--- src/rtl/mux4_rr_scheduler_pkg.sv ---
// Shared types and helpers for the 4-way round-robin mux scheduler.
// Latency: n/a (declarations only).
// Backpressure: n/a.
package mux4_rr_scheduler_pkg;

  localparam int N_REQ = 4;

  // Scheduler phases; the unused code 2'd3 is treated as IDLE by the top.
  typedef enum logic [1:0] {
    ST_IDLE  = 2'd0,
    ST_GRANT = 2'd1,
    ST_GAP   = 2'd2
  } state_t;

  // One-hot grant vector for a binary owner index.
  function automatic logic [N_REQ-1:0] onehot4(input logic [1:0] idx);
    logic [N_REQ-1:0] v;
    v      = '0;
    v[idx] = 1'b1;
    return v;
  endfunction

endpackage

--- src/rtl/mux4_rr_scheduler_rr_pick4.sv ---
// Rotate-priority picker: first requester after 'last', wrapping, 'last' itself checked last.
// Latency: combinational.
// Backpressure: none; any=0 when no request is present.
// Ports: req[3:0] requests, last[1:0] previous owner -> any (some request), idx[1:0] winner.
module rr_pick4
  import mux4_rr_scheduler_pkg::*;
(
  input  logic [N_REQ-1:0] req,
  input  logic [1:0]       last,
  output logic             any,
  output logic [1:0]       idx
);

  // Walk from lowest priority (last+4 == last) up to highest (last+1) so the
  // final assignment that fires is the highest-priority requester.
  always_comb begin
    any = 1'b0;
    idx = 2'd0;
    for (int k = N_REQ; k >= 1; k--) begin
      if (req[last + 2'(k)]) begin
        any = 1'b1;
        idx = last + 2'(k);
      end
    end
  end

endmodule

--- src/rtl/mux4_rr_scheduler.sv ---
// Round-robin owner scheduler driving sel/en of a shared 4:1 enabled mux.
// Latency: 1 cycle from request to grant; >=GAP_CYC en=0 cycles between different owners.
// Backpressure: owner held while req[owner]=1, preempted after MAX_BURST cycles only if others wait.
// Ports: clk, rst_n (async low), req[3:0] in; gnt[3:0] one-hot, sel[1:0], en, busy out (all registered).
module mux4_rr_scheduler
  import mux4_rr_scheduler_pkg::*;
#(
  parameter int MAX_BURST = 8,
  parameter int BURST_W   = 4,
  parameter int GAP_CYC   = 1,
  parameter int GAP_W     = 2
) (
  input  logic             clk,
  input  logic             rst_n,
  input  logic [N_REQ-1:0] req,
  output logic [N_REQ-1:0] gnt,
  output logic [1:0]       sel,
  output logic             en,
  output logic             busy
);

  localparam logic [BURST_W-1:0] BURST_LAST = BURST_W'(MAX_BURST - 1);
  localparam logic [GAP_W-1:0]   GAP_LAST   = GAP_W'(GAP_CYC - 1);

  state_t             r_state;
  logic [1:0]         r_last;
  logic [BURST_W-1:0] r_burst;
  logic [GAP_W-1:0]   r_gap;
  logic [N_REQ-1:0]   r_gnt;
  logic [1:0]         r_sel;
  logic               r_en;
  logic               r_busy;

  logic               w_any;
  logic [1:0]         w_idx;
  logic               w_owner_req;
  logic               w_others;
  logic               w_expire;
  logic               w_release;

  rr_pick4 u_pick (
    .req  (req),
    .last (r_last),
    .any  (w_any),
    .idx  (w_idx)
  );

  // r_sel doubles as the owner index while in GRANT.
  assign w_owner_req = req[r_sel];
  assign w_others    = |(req & ~onehot4(r_sel));
  assign w_expire    = (r_burst == BURST_LAST);
  // A drop coinciding with expiry is still a single release.
  assign w_release   = !w_owner_req || (w_expire && w_others);

  always_ff @(posedge clk or negedge rst_n) begin
    if (!rst_n) begin
      r_state <= ST_IDLE;
      r_last  <= 2'd3;
      r_burst <= '0;
      r_gap   <= '0;
      r_gnt   <= '0;
      r_sel   <= 2'd0;
      r_en    <= 1'b0;
      r_busy  <= 1'b0;
    end else begin
      case (r_state)
        ST_IDLE: begin
          if (w_any) begin
            r_state <= ST_GRANT;
            r_gnt   <= onehot4(w_idx);
            r_sel   <= w_idx;
            r_en    <= 1'b1;
            r_busy  <= 1'b1;
            r_burst <= '0;
          end
        end
        ST_GRANT: begin
          if (w_release) begin
            r_state <= ST_GAP;
            r_gnt   <= '0;
            r_en    <= 1'b0;
            r_last  <= r_sel;
            r_burst <= '0;
            r_gap   <= '0;
          end else if (w_expire) begin
            // Lone requester: restart the burst without a dead cycle.
            r_burst <= '0;
          end else begin
            r_burst <= r_burst + 1'b1;
          end
        end
        ST_GAP: begin
          if (r_gap == GAP_LAST) begin
            if (w_any) begin
              r_state <= ST_GRANT;
              r_gnt   <= onehot4(w_idx);
              r_sel   <= w_idx;
              r_en    <= 1'b1;
              r_burst <= '0;
            end else begin
              r_state <= ST_IDLE;
              r_busy  <= 1'b0;
            end
          end else begin
            r_gap <= r_gap + 1'b1;
          end
        end
        default: begin
          r_state <= ST_IDLE;
          r_gnt   <= '0;
          r_en    <= 1'b0;
          r_busy  <= 1'b0;
        end
      endcase
    end
  end

  assign gnt  = r_gnt;
  assign sel  = r_sel;
  assign en   = r_en;
  assign busy = r_busy;

endmodule

--- config.mk ---
export PLATFORM = sky130hd
export DESIGN_NAME = mux4_rr_scheduler
export DESIGN_NICKNAME = d
export VERILOG_FILES = /design/src/rtl/mux4_rr_scheduler_pkg.sv /design/src/rtl/mux4_rr_scheduler_rr_pick4.sv /design/src/rtl/mux4_rr_scheduler.sv
export SDC_FILE = /design/constraint.sdc
export NUM_CORES = 1
export LEC_CHECK = 0
export BUFFER_PORTS_ARGS = -buffer_cell sky130_fd_sc_hd__buf_2
export CORE_ASPECT_RATIO = 1.5
export CORE_MARGIN = 2
export CORE_UTILIZATION = 55
export DETAILED_ROUTE_END_ITERATION = 6
export GPL_TIMING_DRIVEN = 1
export HOLD_SLACK_MARGIN = 0.12
export PLACE_DENSITY = 0.77
export REMOVE_ABC_BUFFERS = 1
export SLEW_MARGIN = 30
export SYNTH_ARGS = -nofsm -noshare
export SYNTH_HDL_FRONTEND = slang
export SYNTH_SLANG_ARGS = --single-unit
export TNS_END_PERCENT = 30
--- constraint.sdc ---
create_clock -name clk -period 3.44 [get_ports clk]
set_input_delay 0.344 -clock clk [delete_from_list [all_inputs] [get_ports clk]]
set_output_delay 0.344 -clock clk [all_outputs]
set_load 0.1 [all_outputs]
==> impl_results.md <==
- Status: complete, no violations
- Vias per inst: around 6.1
- Mapped Avg Cell Area: 10.6 um^2
- Fin util: around two thirds
- Ant diodes: 0
- Crit-path leading delay family: multiplexers
- Min-Delay Path Class: input pin to asynchronous set/reset pin
- Area growth from synthesis to layout: 11.4%
- Minimum clock period: about 1.9 ns
- Antenna Nets Post-Route: 0
- Final setup vio count: 0
- Max incr delay on CP: roughly 0.64 ns
- CTS Buffer Depth: 2
- CP Launch Type: register
- Die area: between 2000 and 2500 um^2
- Final hold vios: 0
- Worst endpoint data arrival time: 2.09 ns
- Endpoint type of the worst setup path: register
- Wirelength per Cell: around 16 um
- Cts bufs inserted: 3
- Worst path cell trace: mux4_2 > nand2_4 > o21ba_4 > a221o_1
- I/O pin cnt: 14
- Unique masters post-synth: 40
- DP HPWL: 1710 um
- Post-CTS sizing: 0
- RSZ-0062 raised after global routing: false
- Max frequency: about 520 MHz
- Worst-Margin Slew: roughly 0.61 ns
- Final Skew: 0.00329 ns
- Layout Cells excl Fill: 138
- Dpl cells: 133
- Synth async-reset ratio: 100%
- Post-synth top area cell: dfrtp_1
- Starting DRT DRC Count: 17
- Die span in y: 58.0 um
- Initial Util: between 50 and 60%
- Relative slew slack: approximately three fifths
- Number of synthesized register bits: 18
- Worst Path Buf+Inv: 0
- Critical Path RT: between 3 and 4 ns
- Placed Area: 1150 um^2
- YS warnings: 0
- # nets final: 126
- Antenna violations before repair: 0
- First drt pass iteration count: 4
- Row count: 19
- Clock sinks: 18
- Slowest CP cell: mux4_2
- Final instance area: approximately 1200 um^2
- Clk slew on worst S/H paths: 0.10 ns
- # DRC: 0
- Clk_lat worst skew: between 0.2 and 0.3 ns
- Crit Path Category: register to register
- Post CTS Setup Buffer Count: 0
- Detailed-route via count: about 850
- Max_cap viols: 0
- CTS tree: yes
- Period utilisation layout: between 50% and 60%
- Post-synthesis cell count: roughly 100
- GP Congestion: 0.827
- Root Buffer: clkbuf_4
- Routed wire length: approximately 2200 um
- Post-synth EDFFs: 0
- Crit Path Max Fanout: 8
- Horiz. Die Dim: 40.0 um
- GRT Overall Usage: about a quarter
- Slew Limit Fails: 0
- H-tree depth: 1
- Mapped Area: around 1100 um^2
- Total gr overflow: 0
- Fraction of layout cells with a size suffix above 1: roughly 23%
- Top cell type's share of synthesized area: between 30 and 40%
- Port Buffer Count: 13
- Number of global-route vias before repair: about 840
- Synth top cells by count: dfrtp_1, inv_1, nor2_1, nand2_1, nor3b_1
- Seq/Total Area, Yosys: between 40% and 50%
- First-pass GRT wire length: around 4000 um
- Hold-fix buffers at CTS: 1
- Largest net degree at the start of global routing: 19
- Largest cells by area after synthesis: dfrtp_1, dfstp_2, a221o_1
- Top-count cell post-synth: dfrtp_1
- Top_reg_cell synth: dfrtp_1
- Setup tns final: 0 ns
- CORE AREA: between 1500 and 2000 um^2
metrics by stage:
step,hold slack [ns],setup WS (ns)
floorplan,0.0484,1.00
global route,0.519,1.46
CTS,0.485,1.52
global placement,0.284,1.60
detailed placement,0.290,1.54
finish,0.489,1.53
logic make-up (layout without fill, tap and decap cells):
family / after synthesis / after routing / synth area share (%)
and+or+nand+nor: 38 / 38 / 21.1
muxes: 5 / 5 / 6.78
AOI/OAI and AO/OA: 29 / 29 / 23.6
buffers and inverters: 9 / 25 / 3.86
DFF: 18 / 18 / 42.3
adders and majority gates: 2 / 2 / 2.34
final cells by class:
class	instances	area, um^2
fill	161	637
multi-input combinational	74	577
timing repair buffer	14	75.1
sequential	18	453
inverter	7	26.3
tap	21	26.3
clock buffer	4	36.3
cell usage in the layout (no fill, tap or decap), types with 3 or more instances in the layout:
master / n
a221o_1: 4
nand2b_1: 4
dfrtp_1: 16
o31ai_1: 3
nand3_1: 3
o21ai_0: 4
nand2_1: 5
nor3b_1: 5
clkbuf_4: 3
nor2_1: 6
nor2b_1: 4
inv_1: 7
buf_2: 13
worst paths after layout:
path | startpoint | endpoint | slack [ns] | depth (start not counted)
setup / recovery | sel[0]$_DFFE_PN0P_ | gnt[1]$_DFFE_PN0P_ | 1.53 | 4
hold / removal | rst_n | r_state[1]$_DFFE_PN0P_ | 0.49 | 2
setup reg to reg | sel[0]$_DFFE_PN0P_ | gnt[1]$_DFFE_PN0P_ | 1.53 | 4
hold reg to reg | r_burst[3]$_DFFE_PN0P_ | r_burst[3]$_DFFE_PN0P_ | 0.49 | 1
max in group asynchronous | rst_n | r_last[0]$_DFFE_PN1P_ | 2.63 | 2
min in group clk | r_burst[3]$_DFFE_PN0P_ | r_burst[3]$_DFFE_PN0P_ | 0.49 | 1
routing by layer:
layer / global-route usage [%] / vias to the layer above / wire (um)
met5: 0 / - / 0
met4: 8.87 / 0 / 22
met3: 3.45 / 2 / 41
met2: 38.0 / 10 / 1210
met1: 32.9 / 425 / 941
li1: - / 411 / -
state kept, by name, summed over array words and instances, names as in the netlist:
register and count:
r_last 2, sel 2, r_gap 2, r_burst 4
en 1, busy 1, gnt 4, r_state 2
Power is left out: the tool's default activity adds up to more than one toggle a clock period on the data nets, which glitch-free logic cannot reach.
